### src/rtl/seg_scan_decoder_pkg.sv
// seg_scan_decoder_pkg: segment patterns (a..g, bit6 = a) and decoded codes shared by the scan decoder.
package seg_scan_decoder_pkg;
   localparam int NUM_DIGITS = 8;
   localparam logic [6:0] SEG_0 = 7'b1111110;
   localparam logic [6:0] SEG_1 = 7'b0110000;
   localparam logic [6:0] SEG_2 = 7'b1101101;
   localparam logic [6:0] SEG_3 = 7'b1111001;
   localparam logic [6:0] SEG_4 = 7'b0110011;
   localparam logic [6:0] SEG_5 = 7'b1011011;
   localparam logic [6:0] SEG_6 = 7'b1011111;
   localparam logic [6:0] SEG_7 = 7'b1110000;
   localparam logic [6:0] SEG_8 = 7'b1111111;
   localparam logic [6:0] SEG_9 = 7'b1111011;
   localparam logic [6:0] SEG_A = 7'b1110111;
   localparam logic [6:0] SEG_B = 7'b0011111;
   localparam logic [6:0] SEG_C = 7'b1001110;
   localparam logic [6:0] SEG_D = 7'b0111101;
   localparam logic [6:0] SEG_E = 7'b1001111;
   localparam logic [6:0] SEG_F = 7'b1000111;
   localparam logic [6:0] SEG_BLANK = 7'b0000000;
   localparam logic [4:0] CODE_BLANK = 5'h10;
   localparam logic [4:0] CODE_BAD = 5'h1F;
endpackage

### src/rtl/seg7_pattern_decode.sv
// seg7_pattern_decode: maps an {a..g,dp} pattern back to its hex code; blank and unknown patterns get reserved codes.
module seg7_pattern_decode
   import seg_scan_decoder_pkg::*;
(
   input  logic [7:0] i_pat,
   output logic [4:0] o_code,
   output logic       o_dp
);
   always_comb begin
      case (i_pat[7:1])
         SEG_0:     o_code = 5'h0;
         SEG_1:     o_code = 5'h1;
         SEG_2:     o_code = 5'h2;
         SEG_3:     o_code = 5'h3;
         SEG_4:     o_code = 5'h4;
         SEG_5:     o_code = 5'h5;
         SEG_6:     o_code = 5'h6;
         SEG_7:     o_code = 5'h7;
         SEG_8:     o_code = 5'h8;
         SEG_9:     o_code = 5'h9;
         SEG_A:     o_code = 5'hA;
         SEG_B:     o_code = 5'hB;
         SEG_C:     o_code = 5'hC;
         SEG_D:     o_code = 5'hD;
         SEG_E:     o_code = 5'hE;
         SEG_F:     o_code = 5'hF;
         SEG_BLANK: o_code = CODE_BLANK;
         default:   o_code = CODE_BAD;
      endcase
   end
   assign o_dp = i_pat[0];
endmodule

### src/rtl/seg_scan_decoder.sv
// seg_scan_decoder: observes the scanned seven-segment bus, debounces each digit and keeps a decoded 8-digit image.
// Commits land one cycle after the run filter reaches STABLE_CYCLES; a held pattern commits only once.
module seg_scan_decoder
   import seg_scan_decoder_pkg::*;
#(
   parameter int         STABLE_CYCLES  = 4,
   parameter int         TIMEOUT_CYCLES = 200000,
   parameter logic [7:0] DIGIT_MASK     = 8'hFF
) (
   input  logic        clk,
   input  logic        reset,
   input  logic [7:0]  seg_hi,
   input  logic [7:0]  seg_lo,
   input  logic [7:0]  sel,
   input  logic [2:0]  rd_idx,
   output logic [4:0]  rd_digit,
   output logic        rd_dp,
   output logic [39:0] digits_flat,
   output logic        update,
   output logic        frame_done,
   output logic [15:0] glitch_cnt,
   output logic        stale
);
   localparam int RW = $clog2(STABLE_CYCLES + 1);
   localparam int WW = $clog2(TIMEOUT_CYCLES + 1);
   logic [7:0]    r_seg_hi, r_seg_lo, r_sel;
   logic [2:0]    r_last_idx, r_cm_idx, w_idx;
   logic [7:0]    r_last_pat, r_cm_pat, w_pat;
   logic [RW-1:0] r_run;
   logic          r_cm, w_valid, w_same, w_hit;
   logic [4:0]    r_img [NUM_DIGITS];
   logic [7:0]    r_dp, r_seen, w_bit, w_seen_n;
   logic [WW-1:0] r_wd;
   logic [4:0]    w_code;
   logic          w_dp, w_frame;
   always_ff @(posedge clk or posedge reset) begin
      if (reset) begin
         r_seg_hi <= '0;
         r_seg_lo <= '0;
         r_sel    <= '0;
      end else begin
         r_seg_hi <= seg_hi;
         r_seg_lo <= seg_lo;
         r_sel    <= sel;
      end
   end
   always_comb begin
      w_idx = '0;
      for (int i = 0; i < NUM_DIGITS; i++) if (r_sel[i]) w_idx = 3'(i);
   end
   assign w_valid = (r_sel != 8'd0) && ((r_sel & (r_sel - 8'd1)) == 8'd0);
   assign w_pat   = w_idx[2] ? r_seg_hi : r_seg_lo;
   assign w_same  = (w_idx == r_last_idx) && (w_pat == r_last_pat);
   // Hit only on the transition into STABLE_CYCLES, so a saturated run never recommits.
   assign w_hit   = w_valid && (w_same ? (r_run == RW'(STABLE_CYCLES - 1)) : (STABLE_CYCLES == 1));
   always_ff @(posedge clk or posedge reset) begin
      if (reset) begin
         r_last_idx <= '0;
         r_last_pat <= '0;
         r_run      <= '0;
         glitch_cnt <= '0;
         r_cm       <= 1'b0;
         r_cm_idx   <= '0;
         r_cm_pat   <= '0;
      end else begin
         r_cm     <= w_hit;
         r_cm_idx <= w_idx;
         r_cm_pat <= w_pat;
         if (!w_valid) begin
            r_run      <= '0;
            glitch_cnt <= (glitch_cnt == 16'hFFFF) ? glitch_cnt : glitch_cnt + 16'd1;
         end else if (w_same) begin
            r_run <= (r_run == RW'(STABLE_CYCLES)) ? r_run : r_run + 1'b1;
         end else begin
            r_run      <= RW'(1);
            r_last_idx <= w_idx;
            r_last_pat <= w_pat;
         end
      end
   end
   seg7_pattern_decode u_dec (.i_pat(r_cm_pat), .o_code(w_code), .o_dp(w_dp));
   assign w_bit    = r_cm ? (8'd1 << r_cm_idx) : 8'd0;
   assign w_seen_n = r_seen | w_bit;
   assign w_frame  = r_cm && ((w_seen_n & DIGIT_MASK) == DIGIT_MASK);
   always_ff @(posedge clk or posedge reset) begin
      if (reset) begin
         for (int i = 0; i < NUM_DIGITS; i++) r_img[i] <= CODE_BLANK;
         r_dp       <= '0;
         r_seen     <= '0;
         update     <= 1'b0;
         frame_done <= 1'b0;
         r_wd       <= '0;
      end else begin
         update     <= r_cm && ({w_code, w_dp} != {r_img[r_cm_idx], r_dp[r_cm_idx]});
         frame_done <= w_frame;
         r_seen     <= w_frame ? 8'd0 : w_seen_n;
         r_wd       <= r_cm ? '0 : ((r_wd == WW'(TIMEOUT_CYCLES)) ? r_wd : r_wd + 1'b1);
         if (r_cm) begin
            r_img[r_cm_idx] <= w_code;
            r_dp[r_cm_idx]  <= w_dp;
         end
      end
   end
   assign stale    = (r_wd == WW'(TIMEOUT_CYCLES));
   assign rd_digit = r_img[rd_idx];
   assign rd_dp    = r_dp[rd_idx];
   always_comb begin
      digits_flat = '0;
      for (int i = 0; i < NUM_DIGITS; i++) digits_flat[5*i +: 5] = r_img[i];
   end
endmodule

### config.mk
export PLATFORM = sky130hd
export DESIGN_NAME = seg_scan_decoder
export DESIGN_NICKNAME = d
export VERILOG_FILES = /design/src/rtl/seg_scan_decoder_pkg.sv /design/src/rtl/seg7_pattern_decode.sv /design/src/rtl/seg_scan_decoder.sv
export SDC_FILE = /design/constraint.sdc
export NUM_CORES = 1
export LEC_CHECK = 0
export BUFFER_PORTS_ARGS = -buffer_cell sky130_fd_sc_hd__buf_2
export CAP_MARGIN = 5
export CORE_ASPECT_RATIO = 1.5
export CORE_MARGIN = 5
export CORE_UTILIZATION = 40
export CTS_CLUSTER_SIZE = 25
export DETAILED_ROUTE_END_ITERATION = 6
export HOLD_SLACK_MARGIN = 0.12
export SLEW_MARGIN = 0
export SYNTH_ARGS = -nofsm -noshare
export SYNTH_HDL_FRONTEND = slang
export SYNTH_SLANG_ARGS = --single-unit
### constraint.sdc
create_clock -name clk -period 6 [get_ports clk]
set_clock_uncertainty 0.15 [all_clocks]
set_input_delay 0.6 -clock clk [delete_from_list [all_inputs] [get_ports clk]]
set_output_delay 0.6 -clock clk [all_outputs]
set_load 0.1 [all_outputs]
; ---- Yosys cells after proc, flatten, opt, wreduce, memory -nomap -nowiden
; Cells that the tools add are included.
[op_classes]
eq_ne = 26
bitwise_logic = 7
muxes = 33
n_lt_le_gt_ge = 6
reduce_logical = 12
add_sub_neg = 4
shift = 1
[ops]
columns = operator, count
row1 = 5-bit case mux with 17 select lines, 1
row2 = "7-bit equality test, second input constant", 12
row3 = 40-bit bitwise mux, 1
row4 = 18-bit two-way mux, 2
row5 = 5-bit binary-select mux with 3-bit select, 2
row6 = 3-bit two-way mux, 9
row7 = 5-bit two-way mux, 5
row8 = 8-bit two-way mux, 3
row9 = "7-bit by 6-bit equality test with 1-bit output, second input constant", 3
row10 = "18-bit by 1-bit adder with 18-bit output, second input constant", 1
row11 = "18-bit equality test, second input constant", 1
row12 = "16-bit by 1-bit adder with 16-bit output, second input constant", 1
row13 = "16-bit equality test, second input constant", 1
row14 = 5-bit demux with 3-bit select, 1
row15 = 8-bit bitwise AND, 1
row16 = 8-bit bitwise mux, 1
row17 = 8-bit equality test, 1
row18 = "8-bit equality test, second input constant", 1
row19 = "4-bit greater-or-equal comparator, second input constant", 2
row20 = 8-bit logical NOT, 1
row21 = "3-bit by 4-bit less-than comparator with 1-bit output, second input constant", 2
row22 = 3-bit NOT with 4-bit output, 2
row23 = 8-bit OR, 1
row24 = 8-bit nonzero test, 1
row25 = 19 further kinds, 33
[totals]
register_bits = 142
elab_cells = 112
input_bits = 29
output_inout_bits = 65

; ---- Depth between registers and ports, before layout
[logic_depth]
word_depth = 12
depth_mapped = 9
ltp_nobuf = 8

; ---- By module
; Synthesis repeated with hierarchy kept, for this count alone.
[hier_totals]
hier_cells = 576
hier_area_um2 = 7014.2
[modules_own_cells]
columns = mod, cells_per_inst, seq_area_each_um2, area_each_um2, n_inst
row1 = seg_scan_decoder, 506, 3563.4, 6575.1, 1
row2 = seg7_pattern_decode, 70, 0.0, 439.2, 1

; ---- Worst setup path before layout
; Ideal clock, no wire load.
[synth_timing]
path_kind = register to register
from = register glitch_cnt[4]
to = register glitch_cnt[13]
period_less_slack_ns = 2.966
required_ns = 5.687
n_path_buf = 1
slack_ns = 3.034
arrival_time_ns = 2.652
stages_incl_launch_ff = 9
setup_ns = 0.163
cell_sequence = dfrtp_1 and3_1 and4_1 and4_1 nand3_1 nor2_1 clkbuf_1 nor3_1 xor2_1
[synth_between]
elab_chain_len = 3
elab_cells_between_ends = 4
cone_classes = 1 x add/sub / 1 x eq/ne / 1 x bitwise / 1 x reduce/logical
[synth_lines]
columns = element, line_no
row1 = from (decl), seg_scan_decoder.sv:21  ; output logic [15:0] glitch_cnt,
row2 = from (signal assigned), seg_scan_decoder.sv:71  ; glitch_cnt <= (glitch_cnt == 16'hFFFF) ? glitch_cnt : glitch_cnt + 16'd1;
row3 = "parallel branches: the longest is 3 deep, another holds 16-bit by 1-bit adder with 16-bit output", n/a
; Parallel ways; which one is timed is not known.
; A chain may end at the register's enable or synchronous reset.

; ---- Final worst setup path
[layout_timing]
from = register r_cm_pat[7]
to = register update
[layout_between]
elab_chain_len = 4
elab_cells_between_ends = 20
cone_classes = 17 x eq/ne / 1 x mux / 2 x reduce/logical
[layout_lines]
columns = element, line_no
row1 = from (decl), seg_scan_decoder.sv:28  ; logic [7:0] r_last_pat, r_cm_pat, w_pat;
row2 = from (signal assigned), seg_scan_decoder.sv:68  ; r_cm_pat <= w_pat;
row3 = 7-bit equality test (tied with other cells), seg7_pattern_decode.sv:10  ; case (i_pat[7:1])
row4 = 5-bit case mux with 17 select lines *, seg7_pattern_decode.sv:10
row5 = 6-bit != test *, seg_scan_decoder.sv:94  ; update <= r_cm && ({w_code, w_dp} != {r_img[r_cm_idx], r_dp[r_cm_idx]});
row6 = 1-bit logical AND *, seg_scan_decoder.sv:94
row7 = to (signal assigned), seg_scan_decoder.sv:94
row8 = to (decl), seg_scan_decoder.sv:19  ; output logic update,
; Mark *: on every way between the ends. The rest lies on a longest branch, timed or not.

==> metrics.txt <==
status completed; Leak Pwr between 3 and 4 nW; clk buf depth 2; period utilisation layout 53.9%; clock-pin transition on the worst setup and hold timing paths ~0.060 ns; register area 3560 um2; Post-synth EDFFs 0; top cells by area, synth dfrtp_1, mux4_2, mux2_2, xor2_1, nor2_1; r2r endpoint update$_DFF_PP0_; GP Congestion roughly 0.85; FILL cells ~1.5k; placed wire-length estimate between 10000 and 15000 um; I/O pins between 90 and 100; routed wire length 16200 um; CTS Buf Count 17; All-Layer GR Usage between 10% and 20%; PnR worst setup slack roughly 2.8 ns; arrival time worst endpoint 3.38 ns; Remaining DRCs 0; Die W between 100 and 150 um; Startpoint Class flop; total grt overflow 0; largest family of logic cells by synthesized area simple AND/OR/NAND/NOR gates; internal power 1.74 mW; area of the multi-input gates around 3100 um2; worst reg2reg startpoint r_cm_pat[7]$_DFF_PP0_; routed via count between 5k and 6k; Final min period approximately 3.2 ns; clock share of power about 40%; Hold Crit Class primary input to async pin; Crit Path Max Fanout 17; area added between synthesis and finish 19.8%; # rows 58; Logic pwr share approximately 16%; Max Cap Violations 0; Die ar. about 20000 um2; Psw just under 0.8 mW; Seq pwr share between 40% and 50%; core region area about 17000 um2; top_reg_cell synth dfrtp_1; DP Worst Slack 2.68 ns; Crit path required time 6.15 ns; CP endpoint kind flop; Port Buf Inserts between 90 and 100; Starting Density between 40% and 50%; vias in the first global route approximately 5.2k; area leader, netlist dfrtp_1; # hold bufs at CTS 16; Switching Fraction a little under a third; Synth Area in Compound Gates about 7.6%; Simple-Gate Fraction of Synth Area between 15 and 20%; n_diodes 0; Die Span Y around 170 um; Max IR drop VDD 351 uV; Synth Register Bits about 140; Nets about 740; H-tree depth 4; Final Hold Vio Count 0; syn_area_per_cell about 11 um2; Setup Viol. Count Final 0; Peak Freq 0.309 GHz; worst r2r path cells 7; Slew HR a little under two fifths; Post-Syn Area about 6900 um2; # Post-CTS Setup Buffers 0; Crit Path Category flop to flop; Synth Net Count ~640; most common cell after layout, fill and taps aside dfrtp_1; layout cells sized above 1 between 20% and 30%; TritonCTS clock tree done; Critical Path Source r_cm_pat[7]$_DFF_PP0_; most frequent cells in the layout dfrtp_1, buf_2, nor2_1, nand2_1; mux cell area share after synthesis about 14%; RSZ-0062 raised after global routing no; largest net degree at the start of global routing 75; root buf cell clkbuf_16; WL/cell between 15 and 20 um; PwrDens between 300 and 400 nW/um2; initial antenna violation count 0; post-synthesis xor/xnor area fraction roughly 5.5%; number of synthesis warnings 0; Yosys cell types approximately 60; cts repair resizes 0; crit path to update$_DFF_PP0_; max-slew violations 0; Cells after Synth about 610; Fin Setup TNS 0 ns; first-pass GRT wire length 26400 um; Detailed Routing Iterations Pass 1 5; CTS Sinks 142; Worst-Skew Late Latency 0.43 ns; Routed Antenna Nets 0; top cell type's share of synthesized area between 40% and 50%; Synth async-reset ratio 100%; Synth Area in Adders under 10%; Initial DRC Count 539; flop2flop setup slack between 2 and 3 ns; Slew @ Worst Pin between 0.9 and 1 ns; via/cell ratio 5.52; register area share after synthesis 52.0%
-- cell type report --
type | count | share of cell area [%]
Clock buffer | 19 | 5.27
Clock inverter | 13 | 1.71
Inverter | 13 | 0.655
Multi-Input combinational cell | 420 | 37.7
Sequential cell | 142 | 43.4
Tap cell | 210 | 3.20
Timing Repair Buffer | 114 | 8.07
-- critical path: stages (launching register included) --
cell	delay (ns)
dfrtp_1	0.64
or3b_2	0.48
a2111oi_1	0.57
a211oi_1	0.12
nand3_1	0.17
and3_1	0.41
xor2_1	0.13
o41a_1	0.44
-- through the flow --
| stage | hold WS [ns] | power, mW | utilization [%] | area (um2) | std cells |
|---|---|---|---|---|---|
| final | 0.104 | 2.51 | 48.8 | 8210 | 931 |
| after CTS | 0.121 | 2.54 | 48.8 | 8210 | 931 |
| after floorplan | 0.311 | 1.43 | - | 6850 | 609 |
| after global placement | 0.325 | 1.50 | 44.4 | 7480 | 883 |
| after global routing | 0.120 | 2.62 | 48.8 | 8210 | 931 |
| after detailed placement | 0.324 | 1.51 | 44.4 | 7480 | 883 |
-- cell usage after synthesis, types with 3 or more instances --
library cell and number:
nor2_1 61, nand4_1 12, nand3_1 24, nor3_1 21, buf_2 5, a21oi_1 31, xnor2_1 10, mux2_2 33
and2_1 5, or2_2 4, nor4_1 8, buf_1 6, or3_1 5, inv_1 12, nand2b_1 3, nand2_1 42
dfstp_2 8, and4_1 3, ha_1 6, nor3b_1 4, xor2_1 33, clkbuf_1 22, dfrtp_1 134, mux4_2 24
and3_1 6, o21ai_0 28, o21a_1 3, nor2b_1 6, nor4b_1 3, mux2i_1 8
-- registers in the layout, summed over array words and instances (netlist names) --
| name | count |
|---|---|
| r_sel | 8 |
| r_last_idx | 3 |
| r_cm_pat | 8 |
| r_run | 3 |
| r_dp | 8 |
| r_seg_lo | 8 |
| update | 1 |
| r_last_pat | 8 |
| r_seen | 8 |
| r_seg_hi | 8 |
| r_cm_idx | 3 |
| r_cm | 1 |
| glitch_cnt | 16 |
| digits_flat | 40 |
| r_wd | 18 |
| frame_done | 1 |
-- power by group through the flow --
stage          combinational (mW)  clock (mW)  sequential [mW]
4_1_cts                     0.412        1.04             1.09
5_1_grt                     0.432        1.08             1.10
6_report                    0.408        1.02             1.09
2_1_floorplan               0.158           0             1.27
3_5_place_dp                0.404           0             1.10
3_3_place_gp                0.397           0             1.10
-- metal layers --
metal  part of all wire (%)  global-route usage [%]
met3                    5.6                    3.52
met1                     39                    20.0
met4                    2.7                    7.19
met5                      0                       0
met2                     53                    29.5
-- cells by family after synthesis --
group	Yosys count
muxes	65
DFF	142
buffers and inverters	47
and+or+nand+nor	219
adders and majority gates	7
AOI/OAI and AO/OA	86
xor gates and xnor gates	43
-- how the worst min path moves through the flow --
stage                                          from                   endpoint  slack (ns)
after global routing                      seg_hi[6]      r_seg_hi[6]$_DFF_PP0_        0.12
after floorplan                 r_seen[7]$_DFF_PP0_        r_seen[7]$_DFF_PP0_        0.31
final                                         reset  glitch_cnt[7]$_DFFE_PP0P_        0.10
after detailed placement  glitch_cnt[9]$_DFFE_PP0P_  glitch_cnt[9]$_DFFE_PP0P_        0.32
after CTS                                    sel[4]         r_sel[4]$_DFF_PP0_        0.12
after global placement          r_seen[2]$_DFF_PP0_        r_seen[2]$_DFF_PP0_        0.33
Note: power is estimated with default switching activity, not from simulation.
